==> config.mk <==
export PLATFORM = sky130hd
export DESIGN_NAME = ar_router
export DESIGN_NICKNAME = d
export VERILOG_FILES = /design/src/rtl/ar_router.sv
export SDC_FILE = /design/constraint.sdc
export NUM_CORES = 1
export LEC_CHECK = 0
export CORE_MARGIN = 2
export CORE_UTILIZATION = 39
export CTS_CLUSTER_DIAMETER = 80
export CTS_CLUSTER_SIZE = 20
export DETAILED_ROUTE_END_ITERATION = 8
export PLACE_DENSITY = 0.91
export REMOVE_ABC_BUFFERS = 1
export SYNTH_ARGS = -nofsm -noshare
export SYNTH_HDL_FRONTEND = slang
export SYNTH_SLANG_ARGS = --single-unit
==> constraint.sdc <==
create_clock -name clk -period 1.7 [get_ports clk]
set_input_delay 0.51 -clock clk [delete_from_list [all_inputs] [get_ports clk]]
set_output_delay 0.51 -clock clk [all_outputs]
set_load 0.05 [all_outputs]
==> src/rtl/ar_router.sv <==
// AXI4 read-address router: one master, five slaves, one outstanding read.
// Optional decode-error responder enabled by defining AR_DECERR_EN.
module ar_router #(
    parameter logic [31:0] SLV0_BASE   = 32'h0000_0000,
    parameter logic [31:0] SLV1_BASE   = 32'h1000_0000,
    parameter logic [31:0] SLV2_BASE   = 32'h2000_0000,
    parameter logic [31:0] SLV3_BASE   = 32'h3000_0000,
    parameter logic [31:0] SLV4_BASE   = 32'h4000_0000,
    parameter int unsigned REGION_BITS = 28
) (
    input  logic        clk,
    input  logic        rst_n,
    input  logic [31:0] m_araddr,
    input  logic [7:0]  m_arlen,
    input  logic [2:0]  m_arsize,
    input  logic [1:0]  m_arburst,
    input  logic        m_arvalid,
    output logic        m_arready,
    output logic [31:0] s_araddr,
    output logic [7:0]  s_arlen,
    output logic [2:0]  s_arsize,
    output logic [1:0]  s_arburst,
    output logic        s_arvalid0,
    output logic        s_arvalid1,
    output logic        s_arvalid2,
    output logic        s_arvalid3,
    output logic        s_arvalid4,
    input  logic        s_arready0,
    input  logic        s_arready1,
    input  logic        s_arready2,
    input  logic        s_arready3,
    input  logic        s_arready4,
    input  logic        m_rvalid,
    input  logic        m_rready,
    input  logic        m_rlast,
`ifdef AR_DECERR_EN
    output logic        err_rvalid,
    output logic        err_rlast,
    output logic [1:0]  err_rresp,
    output logic [31:0] err_rdata,
`endif
    output logic [2:0]  ar_sel_q,
    output logic        busy
);

    typedef enum logic [1:0] {
        StIdle,
        StSend,
        StData,
        StErr
    } state_e;

    state_e      state_q, state_d;
    logic        m_arready_q, m_arready_d;
    logic [2:0]  ar_sel_d;
    logic [31:0] araddr_q, araddr_d;
    logic [7:0]  arlen_q, arlen_d;
    logic [2:0]  arsize_q, arsize_d;
    logic [1:0]  arburst_q, arburst_d;

    logic [2:0]  dec_sel;
    logic        dec_hit;
    logic [4:0]  s_arready_vec;
    logic [4:0]  s_arvalid_vec;
    logic        sel_ready;
    logic        r_last_hs;

`ifdef AR_DECERR_EN
    logic [7:0]  beat_q, beat_d;
`endif

    // Region match on the bits above the region size only.
    function automatic logic region_hit(input logic [31:0] addr, input logic [31:0] base);
        return ((addr ^ base) >> REGION_BITS) == 32'd0;
    endfunction

    always_comb begin
        dec_hit = 1'b1;
        dec_sel = 3'd0;
        if (region_hit(m_araddr, SLV0_BASE)) begin
            dec_sel = 3'd0;
        end else if (region_hit(m_araddr, SLV1_BASE)) begin
            dec_sel = 3'd1;
        end else if (region_hit(m_araddr, SLV2_BASE)) begin
            dec_sel = 3'd2;
        end else if (region_hit(m_araddr, SLV3_BASE)) begin
            dec_sel = 3'd3;
        end else if (region_hit(m_araddr, SLV4_BASE)) begin
            dec_sel = 3'd4;
        end else begin
            dec_hit = 1'b0;
`ifdef AR_DECERR_EN
            dec_sel = 3'd5;
`else
            dec_sel = 3'd0;
`endif
        end
    end

    assign s_arready_vec = {s_arready4, s_arready3, s_arready2, s_arready1, s_arready0};

    // Only the selected slave's ready counts; indices above 4 never match.
    always_comb begin
        sel_ready     = 1'b0;
        s_arvalid_vec = 5'b0;
        case (ar_sel_q)
            3'd0: sel_ready = s_arready_vec[0];
            3'd1: sel_ready = s_arready_vec[1];
            3'd2: sel_ready = s_arready_vec[2];
            3'd3: sel_ready = s_arready_vec[3];
            3'd4: sel_ready = s_arready_vec[4];
            default: sel_ready = 1'b0;
        endcase
        if (state_q == StSend) begin
            case (ar_sel_q)
                3'd0: s_arvalid_vec = 5'b00001;
                3'd1: s_arvalid_vec = 5'b00010;
                3'd2: s_arvalid_vec = 5'b00100;
                3'd3: s_arvalid_vec = 5'b01000;
                3'd4: s_arvalid_vec = 5'b10000;
                default: s_arvalid_vec = 5'b0;
            endcase
        end
    end

    assign r_last_hs = m_rvalid & m_rready & m_rlast;

    always_comb begin
        state_d     = state_q;
        m_arready_d = m_arready_q;
        ar_sel_d    = ar_sel_q;
        araddr_d    = araddr_q;
        arlen_d     = arlen_q;
        arsize_d    = arsize_q;
        arburst_d   = arburst_q;
`ifdef AR_DECERR_EN
        beat_d      = beat_q;
`endif
        case (state_q)
            StIdle: begin
                m_arready_d = 1'b1;
                if (m_arvalid && m_arready_q) begin
                    araddr_d    = m_araddr;
                    arlen_d     = m_arlen;
                    arsize_d    = m_arsize;
                    arburst_d   = m_arburst;
                    ar_sel_d    = dec_sel;
                    m_arready_d = 1'b0;
                    state_d     = StSend;
`ifdef AR_DECERR_EN
                    if (!dec_hit) begin
                        state_d = StErr;
                        beat_d  = 8'd0;
                    end
`endif
                end
            end
            StSend: begin
                if (sel_ready) begin
                    state_d = StData;
                end
            end
            StData: begin
                if (r_last_hs) begin
                    state_d     = StIdle;
                    m_arready_d = 1'b1;
                end
            end
`ifdef AR_DECERR_EN
            StErr: begin
                if (m_rready) begin
                    if (beat_q == arlen_q) begin
                        state_d     = StIdle;
                        m_arready_d = 1'b1;
                    end else begin
                        beat_d = beat_q + 8'd1;
                    end
                end
            end
`endif
            default: begin
                state_d     = StIdle;
                m_arready_d = 1'b0;
            end
        endcase
    end

    always_ff @(posedge clk or negedge rst_n) begin
        if (!rst_n) begin
            state_q     <= StIdle;
            m_arready_q <= 1'b0;
            ar_sel_q    <= 3'd0;
            araddr_q    <= 32'd0;
            arlen_q     <= 8'd0;
            arsize_q    <= 3'd0;
            arburst_q   <= 2'd0;
        end else begin
            state_q     <= state_d;
            m_arready_q <= m_arready_d;
            ar_sel_q    <= ar_sel_d;
            araddr_q    <= araddr_d;
            arlen_q     <= arlen_d;
            arsize_q    <= arsize_d;
            arburst_q   <= arburst_d;
        end
    end

`ifdef AR_DECERR_EN
    always_ff @(posedge clk or negedge rst_n) begin
        if (!rst_n) begin
            beat_q <= 8'd0;
        end else begin
            beat_q <= beat_d;
        end
    end

    assign err_rvalid = (state_q == StErr);
    assign err_rlast  = (state_q == StErr) && (beat_q == arlen_q);
    assign err_rresp  = 2'b11;
    assign err_rdata  = 32'd0;
`else
    logic unused_dec_hit;
    assign unused_dec_hit = dec_hit;
`endif

    assign m_arready  = m_arready_q;
    assign s_araddr   = araddr_q;
    assign s_arlen    = arlen_q;
    assign s_arsize   = arsize_q;
    assign s_arburst  = arburst_q;
    assign s_arvalid0 = s_arvalid_vec[0];
    assign s_arvalid1 = s_arvalid_vec[1];
    assign s_arvalid2 = s_arvalid_vec[2];
    assign s_arvalid3 = s_arvalid_vec[3];
    assign s_arvalid4 = s_arvalid_vec[4];
    assign busy       = (state_q != StIdle);

endmodule

==> results.md, run 1 <==
Run status:
- The flow ran to the end, but the final reports show violations.
- The checks that failed: setup timing.

Cells and area:
- The library cells used most frequently in the layout, excluding fill and tap cells, are sky130_fd_sc_hd__nand2_1, sky130_fd_sc_hd__buf_12, sky130_fd_sc_hd__clkdlybuf4s50_1.
- The number of antenna cells inserted is 0.
- The library cell used most frequently in the layout, excluding fill and tap cells, is sky130_fd_sc_hd__nand2_1.
- The final non-filler cell total is 429.
- The area growth from synthesis to layout is 101%.
- At the end of the flow the core is filled with cells to 0.815.
- Of the cells placed in the final design, the portion with a size suffix greater than 1 is 0.279.
- At the end of the flow, the number of nets in the layout was 414.

Die:
- From left edge to right edge, the die measures 76.9 um.
- For this configuration, the core starts out at a cell density of 0.406.
- In this run the vertical extent of the chip is 76.9 um.
- The number of I/O pins is 111.
- The initialized floorplan defines 26 standard-cell rows.
- The floorplan step defined a die boundary enclosing 0.00592 mm2.
- The area of the core is 0.00511 mm2.

Run:
- Max-cap violations in this run came to 0.

Routing:
- The count of nets left with antenna violations after detail routing is 0.
- The final route contains 2020 vias.
- Wires add up to 6450 um.
- The initial detailed-routing violation count is 79.
- The number of design rule violations left after detail routing is 0.
- The detailed-route wire length per cell is 15.0 um.
- The post-detailed-route via-to-cell ratio is 4.71.
- Before antenna repair, the detailed router went through 4 iterations.

Synthesis:
- The fraction of the mapped netlist area in compound gates came to 0.0265.
- The gate count after technology mapping is 231.
- The number of enable flip-flop cells after synthesis is 0.
- The cell area that synthesis handed to floorplanning was 0.00207 mm2.
- The simple-gate share of the synthesized area is 0.306.
- The distinct cell type count after synthesis is 24.
- Of all flip-flops after synthesis, the portion carrying an async set or reset was 1.00.
- The post-synthesis share of cell area spent on xor and xnor gates is 0.
- The mean post-synth cell area is 8.98 um2.
- The combinational family with the most area after synthesis is simple AND/OR/NAND/NOR gates.
- For this run, the register share of the synthesized area comes to 0.615.
- The total of warnings raised by yosys is 0.
- For this run, the leading register cell type out of synthesis is sky130_fd_sc_hd__dfrtp_1.
- Counting flops and latches in the post-synthesis netlist gives 51.
- The arithmetic-cell share of the synthesized area counting full adders, half adders and majority gates is 0.
- Of the post-synthesis cell area, the part taken by muxes is 0.00965.

Timing:
- Headroom to the max-slew limit came out at 0.800.
- Setup repair after global routing could not meet its margin everywhere.
- The count of final setup violators is 6.
- The shortest clock period the worst path allows after layout is 1950 ps.
- The count of final hold-check violations is 0.
- For the pin with the worst max-slew slack, the measured transition is 298 ps.
- The total negative slack is -1170 ps.
- The final max-slew violation count is 0.
- Between clock sinks in the finished design, the worst skew comes to 8.17 ps.
- Once routing completed, OpenROAD measured the worst setup slack at -251 ps.
- The fmax is 0.513 GHz.
- Dividing the final minimum period by the clock period gives 1.15.

CTS:
- The number of buffers added by the clock tree synthesis step is 5.
- The maximum clock insertion buffer count is 2.
- The clock input transition at the sequential cells of the worst setup and hold paths is 100 ps.
- The maximum level of the CTS H-tree is 2.
- The clock tree from TritonCTS is done.
- The later pin in the worst-skew pair is clocked with a latency of 310 ps.
- The CTS root buffer is sky130_fd_sc_hd__clkbuf_8.
- Clock tree synthesis found a total of 51 sinks.

Power:
- The power consumption is 9.43 mW.
- For this design the static power due to leakage is 2.00 nW.
- Power spread over the standard cell area amounts to 2270 mW/mm2.
- The maximum vdd drop is 1240 uV.

Critical path:
- The data required time of the worst path is 1190 ps.
- The critical path goes through nand2b_4 -> nor4b_4 -> buf_4 -> buf_12.
- The maximum fanout encountered on the critical timing path is 6.
- The category of the critical setup timing path is reg2out.
- The type of element capturing the critical path is a primary output.
- Together, buffers and inverters on the worst path number 2.
- For the worst setup path, the data arrival time is 1440 ps.
- Broken down by cell family, the worst path's largest delay share belongs to simple AND/OR/NAND/NOR gates.
- STA classifies the critical path startpoint as a flip-flop.
- For this design, the slowest cell found on the critical path is sky130_fd_sc_hd__dfrtp_1.
- The longest individual stage delay on the worst path is 390 ps.

Global route:
- The global routing usage summed across all routing layers is 0.221.
- The initial antenna violation count is 0.
- The via count of the first global-routing pass is 2088.
- For this run the aggregate overflow at the end of global routing stands at 0.
- The wire length of the first global-routing pass is 10300 um.
- The largest net degree at the start of global routing is 52.

Placed design:
- The post-placement setup slack is -37.7 ps.
- The number of port buffers is 110.
- After detailed placement, the design holds a cell count of 416.
- Detailed placement ended at an HPWL of 4620 um.
- At the end of routability-driven placement, the weighted congestion stood at 0.766.

Hold path:
- The class of the worst hold path is in2async.
registers in the layout (all words and copies together) (netlist names):
| signal | count |
|---|---|
| s_arsize | 3 |
| s_arburst | 2 |
| s_araddr | 32 |
| state_q | 2 |
| m_arready | 1 |
| ar_sel_q | 3 |
| s_arlen | 8 |
synthesized netlist by cell type (2+ instances only):
| library cell | n | area, um2 |
|---|---|---|
| sky130_fd_sc_hd__nand3_1 | 4 | 20.0 |
| sky130_fd_sc_hd__a21oi_1 | 3 | 15.0 |
| sky130_fd_sc_hd__buf_6 | 3 | 33.8 |
| sky130_fd_sc_hd__nand2_1 | 140 | 526 |
| sky130_fd_sc_hd__nor4b_1 | 3 | 26.3 |
| sky130_fd_sc_hd__mux2i_1 | 2 | 20.0 |
| sky130_fd_sc_hd__buf_2 | 8 | 40.0 |
| sky130_fd_sc_hd__nor2_1 | 2 | 7.51 |
| sky130_fd_sc_hd__dfrtp_1 | 51 | 1280 |
per-layer routing:
metal	vias to the layer above	track usage	wire length [um]
met5	-	0	0
met4	0	0.0655	96
met3	10	0.0800	486
met2	82	0.384	3450
met1	960	0.255	2420
li1	968	-	-
path summary, 6_finish.rpt:
kind	startpoint	endpoint	slack, ps	depth (start not counted)
max in group asynchronous	rst_n	ar_sel_q[2]	1280	2
hold / removal	rst_n	s_araddr[8]	180	2
setup / recovery	state_q[1]	s_arvalid4	-250	4
min in group clk	s_araddr[27]	s_araddr[27]	540	2
setup reg to reg	ar_sel_q[0]	state_q[1]	130	7
hold reg to reg	s_araddr[27]	s_araddr[27]	540	2
final cells by class:
cell class	instances	area [um2]
Clock buffer	5	68.8
Tap cell	70	87.6
Sequential cell	51	1280
Inverter	1	3.75
Fill cell	292	946
Timing Repair Buffer	133	1880
Clock inverter	3	67.6
Multi-Input combinational cell	166	769
power breakdown:
| part | switching, mW | internal (mW) | leakage, nW | total [mW] |
|---|---|---|---|---|
| registers | 0.657 | 1.78 | 0.633 | 2.44 |
| logic | 3.14 | 2.85 | 1.30 | 5.99 |
| clock network | 0.416 | 0.587 | 0.0644 | 1.00 |
| total | 4.21 | 5.22 | 2.00 | 9.43 |
kinds of logic (layout without fill, tap and decap cells):
group           after synthesis  after routing
compound gates                8              8
buf+inv                      14            142
flops                        51             51
mux                           2              2
simple gates                156            156
metrics by stage:
stage / hold WS [ps] / instance area (um2)
6_report: 177 / 4160
4_1_cts: 182 / 4100
3_5_place_dp: 524 / 3910
3_3_place_gp: 518 / 3910
5_1_grt: 181 / 4160
2_1_floorplan: 214 / 1990
what timing repair did:
action | CTS | global route
gates cloned | 0 | 0
endpoints found under the setup margin | 6 | 7
pin swaps | 1 | 2
resized for setup | 11 | 6
hold buffers | 0 | 0
buffers inserted | 1 | 4
Power figures use the tool's default switching activity.
==> inputs of run 2 (changes only) <==
--- a/config.mk
+++ b/config.mk
@@ -12,6 +12,7 @@
 export DETAILED_ROUTE_END_ITERATION = 8
 export PLACE_DENSITY = 0.91
 export REMOVE_ABC_BUFFERS = 1
+export SETUP_SLACK_MARGIN = 0.5
 export SYNTH_ARGS = -nofsm -noshare
 export SYNTH_HDL_FRONTEND = slang
 export SYNTH_SLANG_ARGS = --single-unit
==> constraint.sdc (replaced) <==
create_clock -name clk -period 1.9 [get_ports clk]
set_input_delay 0.57 -clock clk [delete_from_list [all_inputs] [get_ports clk]]
set_output_delay 0.57 -clock clk [all_outputs]
set_load 0.05 [all_outputs]
==> run 2 against run 1 <==
The flow still finishes with violations (setup timing). Sequential share of layout area grew 1.4 points. Register-to-register slack gained 190 ps. Via count grew 7.1%. Setup slack gained 120 ps. Largest cell class unchanged.
==> results.md, run 2 (synthesis gave the netlist of run 1 again) <==
Run status:
- The flow ran to the end, but the final reports show violations.
- The checks that failed: setup timing.

Cells and area:
- The commonest non-fill, non-tap cell in the layout is sky130_fd_sc_hd__nand2_1.
- The number of antenna diodes in the final layout is 0.
- The final net count is 435.
- The area overhead of the layout relative to synthesis is 92.1%.
- The flip-flop count of the largest register after layout is 32.
- The filler cell count in the final layout is 341.
- The finished layout holds 450 standard cells, fillers aside.
- Of the cells placed in the final design, the portion with a size suffix greater than 1 is 0.324.
- In the layout the commonest cells are sky130_fd_sc_hd__nand2_1, sky130_fd_sc_hd__buf_6, sky130_fd_sc_hd__clkdlybuf4s50_1.
- The core occupancy in the finished layout is 0.780.

CTS:
- The maximum level of the CTS H-tree is 2.
- For the worst-skew pair, the clock arrives at the later sink with an insertion delay of 310 ps.
- The number of buffers added by the clock tree synthesis step is 5.
- The count of clock tree sinks is 51.
- The clock tree from TritonCTS is done.
- The tree is rooted in a sky130_fd_sc_hd__clkbuf_8.
- The clock input transition at the sequential cells of the worst setup and hold paths is 100 ps.
- The clock passes through at most 2 buffers.

Timing:
- Setup repair after global routing could not meet its margin everywhere.
- For the pin with the worst max-slew slack, the measured transition is 578 ps.
- Based on the critical path, the design can be clocked at up to 0.493 GHz.
- Counting I/O delays and the setup requirement, the final critical path takes 2030 ps.
- The worst slew margin relative to its limit is 0.615.
- The count of final setup violators is 6.
- The final max-slew violation count is 0.
- Adding up every negative setup slack in the final design gives -564 ps.
- Dividing the final minimum period by the clock period gives 1.07.
- Once routing completed, OpenROAD measured the worst setup slack at -130 ps.
- The count of final hold-check violations is 0.
- The clock skew is 7.62 ps.

Routing:
- The count of nets left with antenna violations after detail routing is 0.
- The detailed-route wire length per cell is 15.5 um.
- The post-detailed-route via-to-cell ratio is 4.81.
- The post-detailed-routing wire length is 6990 um.
- The total vias in the final route is 2164.
- The number of iterations in the first detailed-routing pass is 4.
- The initial detailed-routing violation count is 86.
- For this run, design rule violations remaining after detail routing come to 0.

Power:
- The worst-case IR drop observed on VDD is 1150 uV.
- Total power for the finished layout comes to 7.79 mW.
- Summed over all cells, the static leakage comes to 2.01 nW.
- Dividing total power by cell area gives a power density of 1960 mW/mm2.

Critical path:
- The type of element capturing the critical path is a primary output.
- The worst setup slack for register-to-register paths is 320 ps.
- For the worst flop-to-flop path, the logic depth is 7.
- In this run the worst path has a maximum fanout of 6.
- The data required time of the worst path is 1330 ps.
- The arrival time of data at the critical path endpoint is 1460 ps.
- STA classifies the critical path startpoint as a flip-flop.
- By startpoint and endpoint, the worst setup path is classified as reg2out.

Die:
- In this run the standard cell core region covers 0.00511 mm2.
- The floorplan step set the die height to 76.9 um.
- The initial utilization of the core area, before any placement, comes to 0.406.
- The total die area is 0.00592 mm2.
- The number of I/O pins is 111.
- After floorplanning, the core was divided into 26 placement rows.
- The floorplan die width is 76.9 um.

Global route:
- In the global route stage, met1 resource usage came out at 0.248.
- The first global-routing pass estimated 10000 um of wire.
- The via count of the first global-routing pass is 2117.
- The largest net degree at the start of global routing is 27.
- For this run the aggregate overflow at the end of global routing stands at 0.
- The global-route met3 utilization is 0.0671.
- The initial antenna violation count is 0.
- For this run, the total global-route usage over all layers was measured as 0.214.
- The layer flagged by global routing as most heavily used is met2.
- The routing usage on met2 is 0.382.

Placed design:
- The number of port buffers is 110.
- The routability congestion estimate is 0.799.
- After detailed placement, the design holds a cell count of 412.
- At the placement stage, the worst setup path has a slack of 140 ps.
- The placed wire-length estimate after detailed placement is 4050 um.

Hold path:
- The class of the worst hold path is in2async.

Run:
- The count of max-cap constraint violations is 0.
run 2: changes by cell type in the layout (fill, tap and decap cells not counted), sizes merged:
| cell | change |
|---|---|
| inv | +1 |
| clkbuf | +4 |
| and3 | +1 |
| bufinv | -1 |
| buf | +17 |
| clkdlybuf4s50 | -5 |
| dlymetal6s2s | +1 |
| dlygate4sd2 | +4 |
| clkinvlp | -1 |
run 2: final timing paths:
path,to,start
min,s_arsize[2],rst_n
max reg2reg,ar_sel_q[0],state_q[0]
min in group clk,s_araddr[5],s_araddr[5]
min reg2reg,s_araddr[5],s_araddr[5]
max,s_arvalid2,state_q[1]
max in group asynchronous,s_arlen[0],rst_n
run 2: timing repair:
item,in CTS,in global routing
cloned,1,5
resized for setup,63,18
pin swaps,3,3
endpoints found under the setup margin,58,99
hold buffers,0,0
setup buffers,12,12
run 2: cell type report:
type	count	area (um2)	area share
timing repair buffer	153	1700	0.428
sequential	51	1280	0.321
multi-input combinational	167	788	0.198
tap	70	87.6	0.0220
clock buffer	6	82.6	0.0207
clock inverter	2	38.8	0.00973
inverter	1	3.75	0.000942
run 2: through the flow:
stage                     cell area [um2]  hold slack [ps]
after global placement               3270              460
after floorplan                      1990              274
after detailed placement             3270              463
final                                3990              246
after CTS                            3720              265
after global routing                 3990              273
run 2: layer usage:
metal,wire length [um],part of all wire
met2,3710,0.53
met4,113,0.016
met5,0,0
met1,2640,0.38
met3,519,0.074
run 2: critical path, stage by stage, from the launching register on:
cell                       delay (ps)
sky130_fd_sc_hd__dfrtp_1          380
sky130_fd_sc_hd__nand2b_4         180
sky130_fd_sc_hd__nor4b_1          280
sky130_fd_sc_hd__buf_4            180
sky130_fd_sc_hd__buf_12           130
run 2: power by group:
| part | switching [mW] | internal, mW |
|---|---|---|
| registers | 0.440 | 1.60 |
| logic | 2.93 | 2.03 |
| clock network | 0.362 | 0.433 |
| total | 3.73 | 4.06 |
